==> config.mk <==
export PLATFORM = sky130hd
export DESIGN_NAME = fnd_run_controller
export DESIGN_NICKNAME = d
export VERILOG_FILES = /design/src/rtl/fnd_run_controller.sv
export SDC_FILE = /design/constraint.sdc
export NUM_CORES = 1
export LEC_CHECK = 0
export BUFFER_PORTS_ARGS = -buffer_cell sky130_fd_sc_hd__buf_4
export CAP_MARGIN = 30
export CORE_MARGIN = 2
export CORE_UTILIZATION = 35
export CTS_CLUSTER_SIZE = 16
export DETAILED_ROUTE_END_ITERATION = 12
export MAX_ROUTING_LAYER = met4
export SLEW_MARGIN = 20
export SYNTH_ARGS = -nofsm -noshare
export SYNTH_HDL_FRONTEND = slang
export SYNTH_SLANG_ARGS = --single-unit
export TNS_END_PERCENT = 30
==> constraint.sdc <==
create_clock -name i_clk -period 2.5 [get_ports i_clk]
set_input_delay 0.125 -clock i_clk [delete_from_list [all_inputs] [get_ports i_clk]]
set_output_delay 0.125 -clock i_clk [all_outputs]
set_load 0.02 [all_outputs]
==> src/rtl/fnd_run_controller.sv <==
// Run/stop/clear controller and 0..9999 up/down count source for the FND display.
// Three raw buttons are synchronised, debounced and edge-detected; a small FSM
// gates a tick prescaler that steps the binary count feeding the digit divider.

// Per-button conditioner: 2-FF synchroniser, debouncer, registered rising-edge pulse.
module fnd_btn_cond #(
    parameter int DEBOUNCE_CYCLES = 1_000_000
) (
    input  logic i_clk,
    input  logic i_reset,
    input  logic i_btn,
    output logic o_pulse
);
    localparam int DW = (DEBOUNCE_CYCLES > 1) ? $clog2(DEBOUNCE_CYCLES) : 1;

    logic          r_s1, r_s2, r_stable, r_prev, r_pulse;
    logic [DW-1:0] r_cnt;

    // Sync, accept a level only after DEBOUNCE_CYCLES differing samples, then pulse on 0->1.
    always_ff @(posedge i_clk) begin
        if (i_reset) begin
            r_s1     <= 1'b0;
            r_s2     <= 1'b0;
            r_stable <= 1'b0;
            r_cnt    <= '0;
            r_prev   <= 1'b0;
            r_pulse  <= 1'b0;
        end else begin
            r_s1 <= i_btn;
            r_s2 <= r_s1;
            if (r_s2 == r_stable) begin
                r_cnt <= '0;
            end else if (r_cnt == DW'(DEBOUNCE_CYCLES - 1)) begin
                r_stable <= r_s2;
                r_cnt    <= '0;
            end else begin
                r_cnt <= r_cnt + 1'b1;
            end
            r_prev  <= r_stable;
            r_pulse <= r_stable & ~r_prev;
        end
    end

    assign o_pulse = r_pulse;
endmodule

module fnd_run_controller #(
    parameter int CLK_HZ          = 100_000_000,
    parameter int TICK_HZ         = 10,
    parameter int DEBOUNCE_CYCLES = 1_000_000
) (
    input  logic        i_clk,
    input  logic        i_reset,
    input  logic        i_btn_run,
    input  logic        i_btn_clear,
    input  logic        i_btn_mode,
    output logic [13:0] o_counter,
    output logic        o_running,
    output logic        o_down
);
    localparam int DIV = CLK_HZ / TICK_HZ;
    localparam int PW  = (DIV > 2) ? $clog2(DIV) : 1;
    localparam logic [13:0] MAXC = 14'd9999;

    typedef enum logic [1:0] {S_STOP, S_RUN, S_CLEAR} state_t;

    // Bit 0 = run, 1 = clear, 2 = mode.
    logic [2:0] w_btn, w_pulse;
    assign w_btn = {i_btn_mode, i_btn_clear, i_btn_run};

    for (genvar g = 0; g < 3; g++) begin : g_btn
        fnd_btn_cond #(.DEBOUNCE_CYCLES(DEBOUNCE_CYCLES)) u_cond (
            .i_clk   (i_clk),
            .i_reset (i_reset),
            .i_btn   (w_btn[g]),
            .o_pulse (w_pulse[g])
        );
    end

    state_t        r_state;
    logic [PW-1:0] r_presc;
    logic [13:0]   r_counter;
    logic          r_running, r_down;
    logic          w_run_p, w_clear_p, w_mode_p, w_tick;

    assign w_run_p   = w_pulse[0];
    assign w_clear_p = w_pulse[1];
    assign w_mode_p  = w_pulse[2];
    assign w_tick    = (r_state == S_RUN) && (r_presc == PW'(DIV - 1));

    // Control FSM with prescaler and count; tick uses the direction held before any toggle.
    always_ff @(posedge i_clk) begin
        if (i_reset) begin
            r_state   <= S_STOP;
            r_presc   <= '0;
            r_counter <= '0;
            r_running <= 1'b0;
            r_down    <= 1'b0;
        end else begin
            if (w_mode_p)
                r_down <= ~r_down;
            if (w_clear_p) begin
                r_state   <= S_CLEAR;
                r_running <= 1'b0;
                r_counter <= '0;
                r_presc   <= '0;
            end else begin
                if (w_tick) begin
                    if (r_down)
                        r_counter <= (r_counter == 14'd0) ? MAXC : r_counter - 14'd1;
                    else
                        r_counter <= (r_counter == MAXC) ? 14'd0 : r_counter + 14'd1;
                end
                case (r_state)
                    S_STOP: begin
                        if (w_run_p) begin
                            r_state   <= S_RUN;
                            r_running <= 1'b1;
                        end
                    end
                    S_RUN: begin
                        r_presc <= w_tick ? '0 : r_presc + 1'b1;
                        if (w_run_p) begin
                            r_state   <= S_STOP;
                            r_running <= 1'b0;
                        end
                    end
                    S_CLEAR: begin
                        r_state   <= S_STOP;
                        r_running <= 1'b0;
                    end
                    default: begin
                        r_state   <= S_STOP;
                        r_running <= 1'b0;
                    end
                endcase
            end
        end
    end

    assign o_counter = r_counter;
    assign o_running = r_running;
    assign o_down    = r_down;
endmodule
-- Yosys cells after proc, flatten, opt, wreduce, memory -nomap -nowiden
Cells that the tools add are included.
- bits in registers: 117
- input port bits: 5
- output and inout port bits: 16
- add/subtract/negate cells: 6
- equality and inequality tests: 13
- muxes and demuxes: 11
- bitwise logic cells: 10
- reduce and logical (&&, ||, !) cells: 12
- operators with widths (cell ; count):
    20-bit by 1-bit adder with 20-bit output (second input constant) ; 3
    20-bit equality test (second input constant) ; 3
    14-bit two-way mux ; 3
    24-bit by 1-bit adder with 24-bit output (second input constant) ; 1
    24-bit equality test (second input constant) ; 1
    24-bit two-way mux ; 1
    14-bit by 1-bit adder with 14-bit output (second input constant) ; 1
    14-bit equality test (second input constant) ; 1
    14-bit zero test ; 1
    14-bit by 1-bit subtractor with 14-bit output (second input constant) ; 1
    2-bit AND reduction ; 5
    3-bit OR reduction ; 3
    1-bit inverter ; 7
    2-bit two-way mux ; 3
    3-bit by 1-bit inequality test with 1-bit output (second input constant) ; 2
    2-bit by 1-bit inequality test with 1-bit output (second input constant) ; 2
    2-bit one-hot mux with 2 select lines ; 1
    1-bit AND ; 3
    1-bit equality test ; 3
    2-bit by 1-bit equality test with 1-bit output (second input constant) ; 1
    2-bit zero test ; 1
    1-bit two-way mux ; 2
    1-bit one-hot mux with 2 select lines ; 1
    2-bit OR reduction ; 1
    1-bit logical AND ; 1

-- Longest topological paths before layout
Gate-level depths: netlist of the first run.
- word-level depth: 3
- depth in mapped cells: 8
- gate-level depth less buffers: 7

-- Modules after synthesis
From an unflattened synthesis of the first run, not the netlist that was laid out.
- cells, all modules: 671
- area total of the unflattened synthesis: 5855.6 sq um
- by module, submodules not included (module ; instances ; cells an instance ; area an instance (sq um) ; seq. area each (sq um)):
    fnd_btn_cond ; 3 ; 117 ; 1137.3 ; 500.5
    fnd_run_controller ; 1 ; 320 ; 2443.6 ; 820.8

-- Least setup slack after synthesis of the first run
No wires, ideal clock.
- kind: reg-to-reg
- start: register r_counter[9], in the netlist o_counter[9]
- end: register r_counter[7], in the netlist o_counter[7]
- setup time: 0.123 ns
- data arrival time: 2.047 ns
- data required time: 2.377 ns
- slack: 0.330 ns
- cell stages (with the launch flop): 8
- buffers on the path: 2
- clock period less this slack: 2.170 ns
- cells stage by stage: dfxtp_1 buf_2 or4_4 or4_1 clkbuf_2 o21a_1 a22oi_1 o22ai_1
- cells in the longest elaborated chain, start to end: 3
- elaborated cells between the ends (all ways): 5
- classes of those cells: eq/ne: 1; mux: 3; reduce/logical: 1
- RTL lines (what ; line ; source):
    start: declaration ; 82 ; logic [13:0] r_counter;
    start signal: assignment ; 110 ; r_counter <= (r_counter == 14'd0) ? MAXC : r_counter - 14'd1;
    start signal: assignment ; 112 ; r_counter <= (r_counter == MAXC) ? 14'd0 : r_counter + 14'd1;
    14-bit equality test or 14-bit zero test (tied branches) ; 112, 110 ;
    14-bit two-way mux (on tied branches) ; 112, 110 ;
    14-bit two-way mux * ; 109 ; if (r_down)
Every way passes the cells marked *; elsewhere a longest branch is shown, timed or not.
A chain may end at the register's enable or synchronous reset.

-- Worst setup path in the final report of the first run
Ends and elaborated chain as after synthesis.

==> results of run 1 <==
==> state kept, by name, indices dropped and copies added (netlist names) <==
register and count:
g_btn.u_cond.r_stable 3, g_btn.u_cond.r_s1 3, g_btn.u_cond.o_pulse 3, g_btn.u_cond.r_cnt 60, o_down 1, o_counter 14
r_state 2, g_btn.u_cond.r_s2 3, r_presc 24, g_btn.u_cond.r_prev 3
==> critical path, cell delays in order, from the launching register on <==
cell and delay, ns:
dfxtp_1 0.40, or4_4 0.56, or4_1 0.58, o21a_1 0.27, a22oi_1 0.17, o22ai_1 0.11
==> layout by cell type, fill, tap and decap left out, drive strengths merged, types with 3 or more instances in the layout <==
cell | synthesis | layout
or4 | 6 | 6
a31oi | 3 | 3
ha | 6 | 6
or2 | 4 | 4
dlygate4sd3 | 0 | 6
and3 | 7 | 7
clkinv | 0 | 3
nand2 | 52 | 52
nand4b | 3 | 3
o21ai | 11 | 11
nand3 | 36 | 36
xor2 | 49 | 49
nor3 | 20 | 20
or3 | 11 | 11
dfxtp | 116 | 116
inv | 14 | 18
nor2 | 112 | 112
o22ai | 4 | 4
and4 | 11 | 11
a211oi | 3 | 3
clkinvlp | 0 | 5
nor4b | 7 | 7
nor2b | 14 | 14
nand4 | 25 | 25
clkbuf | 22 | 18
xnor2 | 33 | 33
nor4 | 20 | 20
a21oi | 19 | 19
o211ai | 6 | 6
buf | 7 | 48
mux2i | 5 | 5
==> stage by stage <==
| step | utilization | std cells | hold WS, ns |
|---|---|---|---|
| after detailed placement | 0.395 | 887 | 0.346 |
| after CTS | 0.437 | 925 | 0.384 |
| after global routing | 0.438 | 926 | 0.389 |
| final | 0.438 | 926 | 0.380 |
| after floorplan | - | 657 | 0.197 |
| after global placement | 0.395 | 887 | 0.341 |
==> per-layer routing <==
layer | GRT usage | wire [um] | up-vias
li1 | - | - | 2406
met1 | 0.189 | 5560 | 2252
met2 | 0.260 | 5960 | 114
met3 | 0.0438 | 586 | 26
met4 | 0.0683 | 194 | 0
met5 | - | 0 | -
==> worst max path at each step <==
stage,start,endpoint,slack [ns],cells after the start
3_5_place_dp,o_counter[7],o_counter[7],0.31,5
5_1_grt,o_counter[0],o_counter[10],0.04,7
4_1_cts,o_counter[7],o_counter[7],0.31,5
2_1_floorplan,o_counter[9],o_counter[7],0.33,7
3_3_place_gp,o_counter[7],o_counter[7],0.34,5
6_report,o_counter[9],o_counter[7],0.30,5
==> final cells by class <==
cell class | count | area [sq um]
Fill cell | 1492 | 8610
Antenna cell | 1 | 2.50
Tap cell | 211 | 264
Inverter | 14 | 52.6
Multi-Input combinational cell | 498 | 3040
Sequential cell | 116 | 2320
Clock buffer | 18 | 439
Timing Repair Buffer | 54 | 433
Clock inverter | 14 | 151
==> power by group <==
| part | switching, uW | internal, uW | total (uW) |
|---|---|---|---|
| clock network | 903 | 1500 | 2400 |
| registers | 3.04 | 1860 | 1860 |
| logic | 30.3 | 22.5 | 52.8 |
==> logic make-up (layout without fill, tap and decap cells) <==
| group | count (synthesis) | after routing |
|---|---|---|
| buffers and inverters | 43 | 100 |
| DFF | 116 | 116 |
| and+or+nand+nor | 340 | 340 |
| adders and majority gates | 6 | 6 |
| xor gates and xnor gates | 82 | 82 |
| AOI/OAI and AO/OA | 65 | 65 |
| other | 0 | 1 |
| muxes | 5 | 5 |
==> metrics, run 1 <==
Die Span Y=130 um; Synth Register Bits=116; clk sink count=116; DR WL/cell=13.3 um; global-route wire length before repair=21.1 mm; xor and xnor area share after synthesis=0.130; CP arrival=2.51 ns; FP Rows=45; Synth Net Count=668; Least-Margin Pin Slew=0.583 ns; DR pass1 iterations=5; Tmin final=2.20 ns; DIE WIDTH=130 um; layout cells sized above 1=0.126; global route overflow=0; number of synthesized flops with an enable pin=0; Hold Crit Start=g_btn[1].u_cond.r_prev; FF-to-FF End=o_counter[7]; total power=4310 uW; DP Worst Slack=0.309 ns; Layout Skew=0.00511 ns; Max Cap Viol=0; clock tree root buffer cell=clkbuf_16; Max Slew Vio Count=0; Syn. warnings=0; Resize count post-CTS=0; setup TNS after final layout=0 ns; final wirelength=12.3 mm; Power Density=644 mW/mm^2; initial antenna violation count=1; Reg clk slew, reported paths=0.06 ns; fin crit share=0.881; initial detailed-routing violation count=295; clk buf depth=2; final non-filler cell area=0.00670 sq mm; hpwl dp=8.45 mm; final hold vios=0; Core Box Area=0.0153 sq mm; Worst Reg-to-Reg Cells=5; maximum vdd drop=0.000566 V; vias=4798; Seq/Total Area, Yosys=0.420; Setup Buffers After CTS=0; fmax=0.454 GHz; compound-gate portion of the synthesized area=0.0826; CTS tree=done; status=completed; worst-path fanout max=10; number of CTS-inserted buffers=17; number of nets in the layout=712; Port-buffer cells=20; post-route ant nets=0; ys flop type=dfxtp_1; Area Overhead vs Synth=21.2%; clk_lat worst skew=0.42 ns; most frequent cell after synthesis=dfxtp_1; die area=0.0168 sq mm; Critical R2R Launch=o_counter[9]; startpoint types=flip-flop; ys async rst share=0; Synth cell types=56; post-placement cell area=0.00605 sq mm; post-synth top area share=0.420; Post-Synth Adder-Cell Area=0.0136; post-synthesis cell area=0.00553 sq mm; Max transition margin=0.608; reg2reg setup slack=0.30 ns; vias in the first global route=4606; syn_area_per_cell=8.42 sq um; crit path capture type=flip-flop; pin count of the biggest net entering global routing=21; final worst slack=0.297 ns; drc violations=0; main combinational cell family by area after synthesis=simple AND/OR/NAND/NOR gates; GRT Total Usage=0.161; Hold WC Path Type=flip-flop to flip-flop; routability congestion estimate=0.918; required time worst endpoint=2.80 ns; DR vias/cell=5.18; critical path class=flip-flop to flip-flop; I/O pin cnt=21; largest cells by area after synthesis=dfxtp_1, xor2_1, nor2_1; Synth area leader=dfxtp_1; Hold EP=g_btn[1].u_cond.o_pulse; Cells after Synth=657; top cells by count, synth=dfxtp_1, nor2_1, nand2_1; multiplexer share of the synthesized area=0.00905; initial core utilization=0.361; LEAKAGE=0.00227 uW; Final Setup Violations=0; hold path cells=1; RSZ-0062 raised after global routing=no; Post-Synth Simple-Gate Area=0.314; H-tree levels=4; cts hold-fix bufs=6
Power figures use the tool's default switching activity.
==> run 2: changes to the inputs <==
Settings changed: BUFFER_PORTS_ARGS -buffer_cell sky130_fd_sc_hd__buf_4 to unset, CORE_UTILIZATION 35 to 54, DONT_BUFFER_PORTS set to 1, PLACE_DENSITY set to 0.69.
==> run 2 against run 1 <==
First-iteration DRC count decreased by 7.5%. Cell count is 10% lower. Fmax fell by 2.1%. Sequential share of layout area grew 1.4 points. Clock-buffer cell count up 1. Die area down 34%. Clock power shrank 6%. Utilization rose by 21 points. Total power shrank 3.8%. Worst setup slack worse by 0.046 ns. Hold slack got worse by 0.36 ns. Routed wire length shrank 3.7%. Critical path type unchanged. Largest cell class unchanged.
==> metrics, run 2 (same netlist as run 1, synthesis figures left out) <==
status=completed (unchanged); global route overflow=0 (unchanged); critical path class=flip-flop to flip-flop (unchanged); H-tree levels=4 (unchanged); commonest non-fill, non-tap cell in the layout=dfxtp_1 (unchanged); RSZ-0062 raised after global routing=no (unchanged); vias=4699 (was 4798); global-route wire length before repair=20.4 mm (was 21.1 mm); Hold WC Path Type=input port to flip-flop (was flip-flop to flip-flop); setup TNS after final layout=0 ns (unchanged); CP arrival=2.64 ns (was 2.51 ns); Hold Crit Start=i_reset (was g_btn[1].u_cond.r_prev); Least-Margin Pin Slew=0.590 ns (was 0.583 ns); Largest register FFs=60 (unchanged); Worst Reg-to-Reg Cells=6 (was 5); worst-path fanout max=8 (was 10); DR WL/cell=14.3 um (was 13.3 um); initial core utilization=0.561 (was 0.361); GRT Total Usage=0.231 (was 0.161); # diodes=0 (was 1); post-route ant nets=0 (unchanged); FP Rows=36 (was 45); hpwl dp=7.91 mm (was 8.45 mm); initial detailed-routing violation count=273 (was 295); top routing layer used=met4 (unchanged); met3 WL=665 um (was 586 um); DR pass1 iterations=5 (unchanged); Core Box Area=0.00986 sq mm (was 0.0153 sq mm); Power Density=645 mW/mm^2 (was 644 mW/mm^2); Die Span Y=105 um (was 130 um); clk buf depth=2 (unchanged); Port-buffer cells=0 (was 20); DIE WIDTH=105 um (was 130 um); Reg area=0.00232 sq mm (unchanged); worst setup path endpoint=o_counter[13] (was o_counter[7]); Max Cap Viol=0 (unchanged); FF-to-FF End=o_counter[13] (was o_counter[7]); routed wl met2=5.64 mm (was 5.96 mm); M1 WL=5.35 mm (was 5.56 mm); maximum vdd drop=0.000473 V (was 0.000566 V); required time worst endpoint=2.89 ns (was 2.80 ns); number of CTS-inserted buffers=17 (unchanged); commonest cells after routing, fill and taps aside=dfxtp_1, nor2_1, nand2_1 (unchanged); clock tree root buffer cell=clkbuf_8 (was clkbuf_16); die area=0.0111 sq mm (was 0.0168 sq mm); Layout Skew=0.0108 ns (was 0.00511 ns); fmax=0.445 GHz (was 0.454 GHz); final wirelength=11.9 mm (was 12.3 mm); reg2reg setup slack=0.25 ns (was 0.30 ns); Critical R2R Launch=o_counter[7] (was o_counter[9]); pin count of the biggest net entering global routing=21 (unchanged); crit path capture type=flip-flop (unchanged); Area Overhead vs Synth=16.4% (was 21.2%); Resize count post-CTS=0 (unchanged); drc violations=0 (unchanged); layout cells sized above 1=0.106 (was 0.126); Final Setup Violations=0 (unchanged); cts hold-fix bufs=4 (was 6); number of nets in the layout=695 (was 712); I/O pin cnt=21 (unchanged); vias in the first global route=4544 (was 4606); final worst slack=0.251 ns (was 0.297 ns); clk_lat worst skew=0.51 ns (was 0.42 ns); clk sink count=116 (unchanged); Setup Buffers After CTS=0 (unchanged); final hold vios=0 (unchanged); Biggest register=g_btn.u_cond.r_cnt (unchanged); Max Slew Vio Count=0 (unchanged); routability congestion estimate=1.01 (was 0.918); CTS tree=done (unchanged); startpoint types=flip-flop (unchanged); Tmin final=2.25 ns (was 2.20 ns); area of the multi-input gates=0.00304 sq mm (unchanged); LEAKAGE=0.00217 uW (was 0.00227 uW); Reg clk slew, reported paths=0.06 ns (about the same); Fill cells=799 (was 1492); DP Worst Slack=0.307 ns (was 0.309 ns); initial antenna violation count=0 (was 1); Max transition margin=0.603 (was 0.608); DR vias/cell=5.66 (was 5.18); fin crit share=0.900 (was 0.881); crit path launch=o_counter[7] (was o_counter[9])
-- run 2: cell types whose count changed in the layout (fill, tap and decap cells not counted), sizes merged --
cell         change
dlygate4sd3      -2
diode            -1
inv              -2
clkinvlp         -1
bufinv           -1
buf             -15
clkinv           +3
clkbuf           +1
-- run 2: final cells by class --
| cell class | count | share of cell area |
|---|---|---|
| clock inverter | 13 | 0.0196 |
| timing repair buffer | 37 | 0.0467 |
| clock buffer | 19 | 0.0671 |
| inverter | 14 | 0.00817 |
| tap | 133 | 0.0259 |
| multi-input combinational | 498 | 0.472 |
| sequential | 116 | 0.361 |
-- run 2: worst min-delay path by stage --
| stage | to | slack, ns | cells after the start |
|---|---|---|---|
| final | g_btn[2].u_cond.r_cnt[16] | 0.02 | 3 |
| after global routing | g_btn[2].u_cond.r_cnt[1] | 0.02 | 3 |
| after CTS | g_btn[2].u_cond.r_cnt[0] | 0.005 | 3 |
| after detailed placement | r_state[1] | 0.20 | 1 |
| after global placement | g_btn[0].u_cond.r_s1 | 0.20 | 1 |
| after floorplan | g_btn[0].u_cond.r_s1 | 0.20 | 1 |
-- run 2: critical path: stages, from the launching register on --
cell and delay, ns:
dfxtp_1 0.48, buf_4 0.21, nand4_1 0.28, or4bb_1 0.60
a211oi_1 0.32, o2bb2ai_1 0.10, o21bai_1 0.16
-- run 2: through the flow --
step	instance area (sq um)	std cells	hold WS [ns]	power [uW]	utilization
4_1_cts	6430	830	0.00498	4190	0.652
5_1_grt	6430	830	0.0220	4280	0.652
2_1_floorplan	5530	657	0.197	1920	-
3_3_place_gp	5840	794	0.199	1930	0.592
6_report	6430	830	0.0235	4150	0.652
3_5_place_dp	5840	794	0.203	1930	0.592
-- run 2: where the power goes --
group / switching [uW] / leakage [uW] / total (uW) / internal, uW
combinational: 28.5 / 0.000970 / 45.1 / 16.6
clock: 894 / 0.000261 / 2250 / 1350
sequential: 3.33 / 0.000935 / 1860 / 1860
total: 926 / 0.00217 / 4150 / 3220
-- run 2: metal layers --
layer	track usage	up-vias
met3	0.0555	21
met5	-	-
met4	0.0829	0
met2	0.372	125
li1	-	2372
met1	0.281	2181
==> run 3: changes to the inputs <==
Settings changed: CTS_BUF_LIST set to sky130_fd_sc_hd__clkbuf_16, TNS_END_PERCENT 30 to 50.
==> run 3 against run 2 <==
Hold slack improved by 0.070 ns. Utilization about the same. Highest routed layer unchanged. Worst setup slack worse by 0.031 ns. Flip-flop and latch count unchanged. Largest power group unchanged.
==> metrics, run 3 (same netlist as run 1, synthesis figures left out) <==
final non-filler cell area=0.00644 sq mm (was 0.00643 sq mm); DR vias/cell=5.64 (was 5.66); GRT Total Usage=0.231 (about the same); Reg clk slew, reported paths=0.06 ns (about the same); hpwl dp=7.91 mm (unchanged); setup TNS after final layout=0 ns (unchanged); DIE WIDTH=105 um (unchanged); number of CTS-inserted buffers=17 (unchanged); drc violations=0 (unchanged); clock tree root buffer cell=clkbuf_16 (was clkbuf_8); CP top delay family=simple AND/OR/NAND/NOR gates (unchanged); clk_lat worst skew=0.41 ns (was 0.51 ns); die area=0.0111 sq mm (unchanged); # diodes=0 (unchanged); startpoint types=flip-flop (unchanged); clk buf depth=2 (unchanged); required time worst endpoint=2.79 ns (was 2.89 ns); Final Setup Violations=0 (unchanged); maximum vdd drop=0.000526 V (was 0.000473 V); CP cell instances=buf_4 > nand4_1 > or4bb_1 > a211oi_1 > o2bb2ai_1 > o21bai_1 (unchanged); CTS tree=done (unchanged); met1 Use GR=0.282 (was 0.281); vias=4683 (was 4699); status=completed (unchanged); post-placement cell area=0.00584 sq mm (unchanged); DR WL/cell=14.3 um (about the same); hold_ws=0.0938 ns (was 0.0235 ns); worst-path fanout max=8 (unchanged); Die Span Y=105 um (unchanged); initial core utilization=0.561 (unchanged); final wirelength=11.9 mm (about the same); met2 Use GR=0.370 (was 0.372); DP Worst Slack=0.307 ns (unchanged); area of the multi-input gates=0.00304 sq mm (unchanged); CP arrival=2.57 ns (was 2.64 ns); commonest non-fill, non-tap cell in the layout=dfxtp_1 (unchanged); Hold WC Path Type=input port to flip-flop (unchanged); RSZ-0062 raised after global routing=no (unchanged); crit path launch=o_counter[7] (unchanged); fmax=0.439 GHz (was 0.445 GHz); FP Rows=36 (unchanged); slowest CP cell=or4bb_1 (unchanged); Tmin final=2.28 ns (was 2.25 ns); DR pass1 iterations=5 (unchanged); layout cells sized above 1=0.105 (was 0.106); met3 usage=0.0555 (unchanged); number of nets in the layout=695 (unchanged); vias in the first global route=4521 (was 4544); WP buf/inv=1 (unchanged); Reg area=0.00232 sq mm (unchanged); Largest register FFs=60 (unchanged); fin util=0.652 (about the same); global-route wire length before repair=20.4 mm (about the same); grt peak-use layer=met2 (unchanged); H-tree levels=4 (unchanged); crit path capture type=flip-flop (unchanged); routability congestion estimate=1.01 (unchanged); Max transition margin=0.583 (was 0.603); Biggest register=g_btn.u_cond.r_cnt (unchanged); critical path class=flip-flop to flip-flop (unchanged); Hold Crit Start=i_reset (unchanged); pin count of the biggest net entering global routing=21 (unchanged); Power Density=647 mW/mm^2 (was 645 mW/mm^2); fin crit share=0.912 (was 0.900); global route overflow=0 (unchanged); initial antenna violation count=0 (unchanged); Layout Skew=0.0110 ns (was 0.0108 ns); post-route ant nets=0 (unchanged); I/O pin cnt=21 (unchanged); initial detailed-routing violation count=292 (was 273); Resize count post-CTS=0 (unchanged); Least-Margin Pin Slew=0.619 ns (was 0.590 ns); Critical R2R Launch=o_counter[7] (unchanged); LEAKAGE=0.00217 uW (about the same); Port-buffer cells=0 (unchanged); Setup Buffers After CTS=0 (unchanged); commonest cells after routing, fill and taps aside=dfxtp_1, nor2_1, nand2_1 (unchanged); Core Box Area=0.00986 sq mm (unchanged); Max stage delay on crit path=0.60 ns (about the same); Fill cells=807 (was 799); final worst slack=0.220 ns (was 0.251 ns); clk sink count=116 (unchanged); final hold vios=0 (unchanged); Max Cap Viol=0 (unchanged); Max Slew Vio Count=0 (unchanged); Area Overhead vs Synth=16.4% (about the same)
[run 3: layer usage]
| metal | share of wire | up-vias | routed length [um] |
|---|---|---|---|
| met1 | 0.46 | 2182 | 5430 |
| li1 | - | 2369 | - |
| met2 | 0.48 | 117 | 5640 |
| met3 | 0.053 | 15 | 626 |
| met4 | 0.013 | 0 | 154 |
| met5 | 0 | - | 0 |
[run 3: final timing paths]
check / depth (start not counted) / to / slack, ns
setup / recovery: 6 / o_counter[13] / 0.22
hold / removal: 3 / o_counter[5] / 0.09
setup reg to reg: 6 / o_counter[13] / 0.22
hold reg to reg: 1 / g_btn[1].u_cond.o_pulse / 0.38
[run 3: through the flow]
stage | instances | total power, uW
final | 830 | 4160
after global routing | 830 | 4290
after CTS | 830 | 4190
after detailed placement | 794 | 1930
after global placement | 794 | 1930
after floorplan | 657 | 1920
[run 3: worst min-delay path, delay by kind of cell]
family | cells | cell delay (ns)
compound gates | 1 | 0.13
buf+inv | 1 | 0.18
simple gates | 1 | 0.02
[run 3: where the power goes]
part           leakage (uW)  total (uW)  switching [uW]  internal (uW)
Clock              0.000265        2260             891           1370
Sequential         0.000935        1860            3.26           1860
Combinational      0.000968        44.7            28.1           16.6
Total               0.00217        4160             923           3240
[run 3: layout make-up]
type,count,share of cell area
multi-input cells,498,0.472
flip-flops and latches,116,0.361
clock buffers,17,0.0661
repair buffers,37,0.0467
well taps,133,0.0259
clock inverters,15,0.0208
inverters,14,0.00816
[run 3: timing repair]
item	CTS	global route
endpoints found under the hold margin	17	0
hold buffers	4	0
setup endpoints to repair	0	0
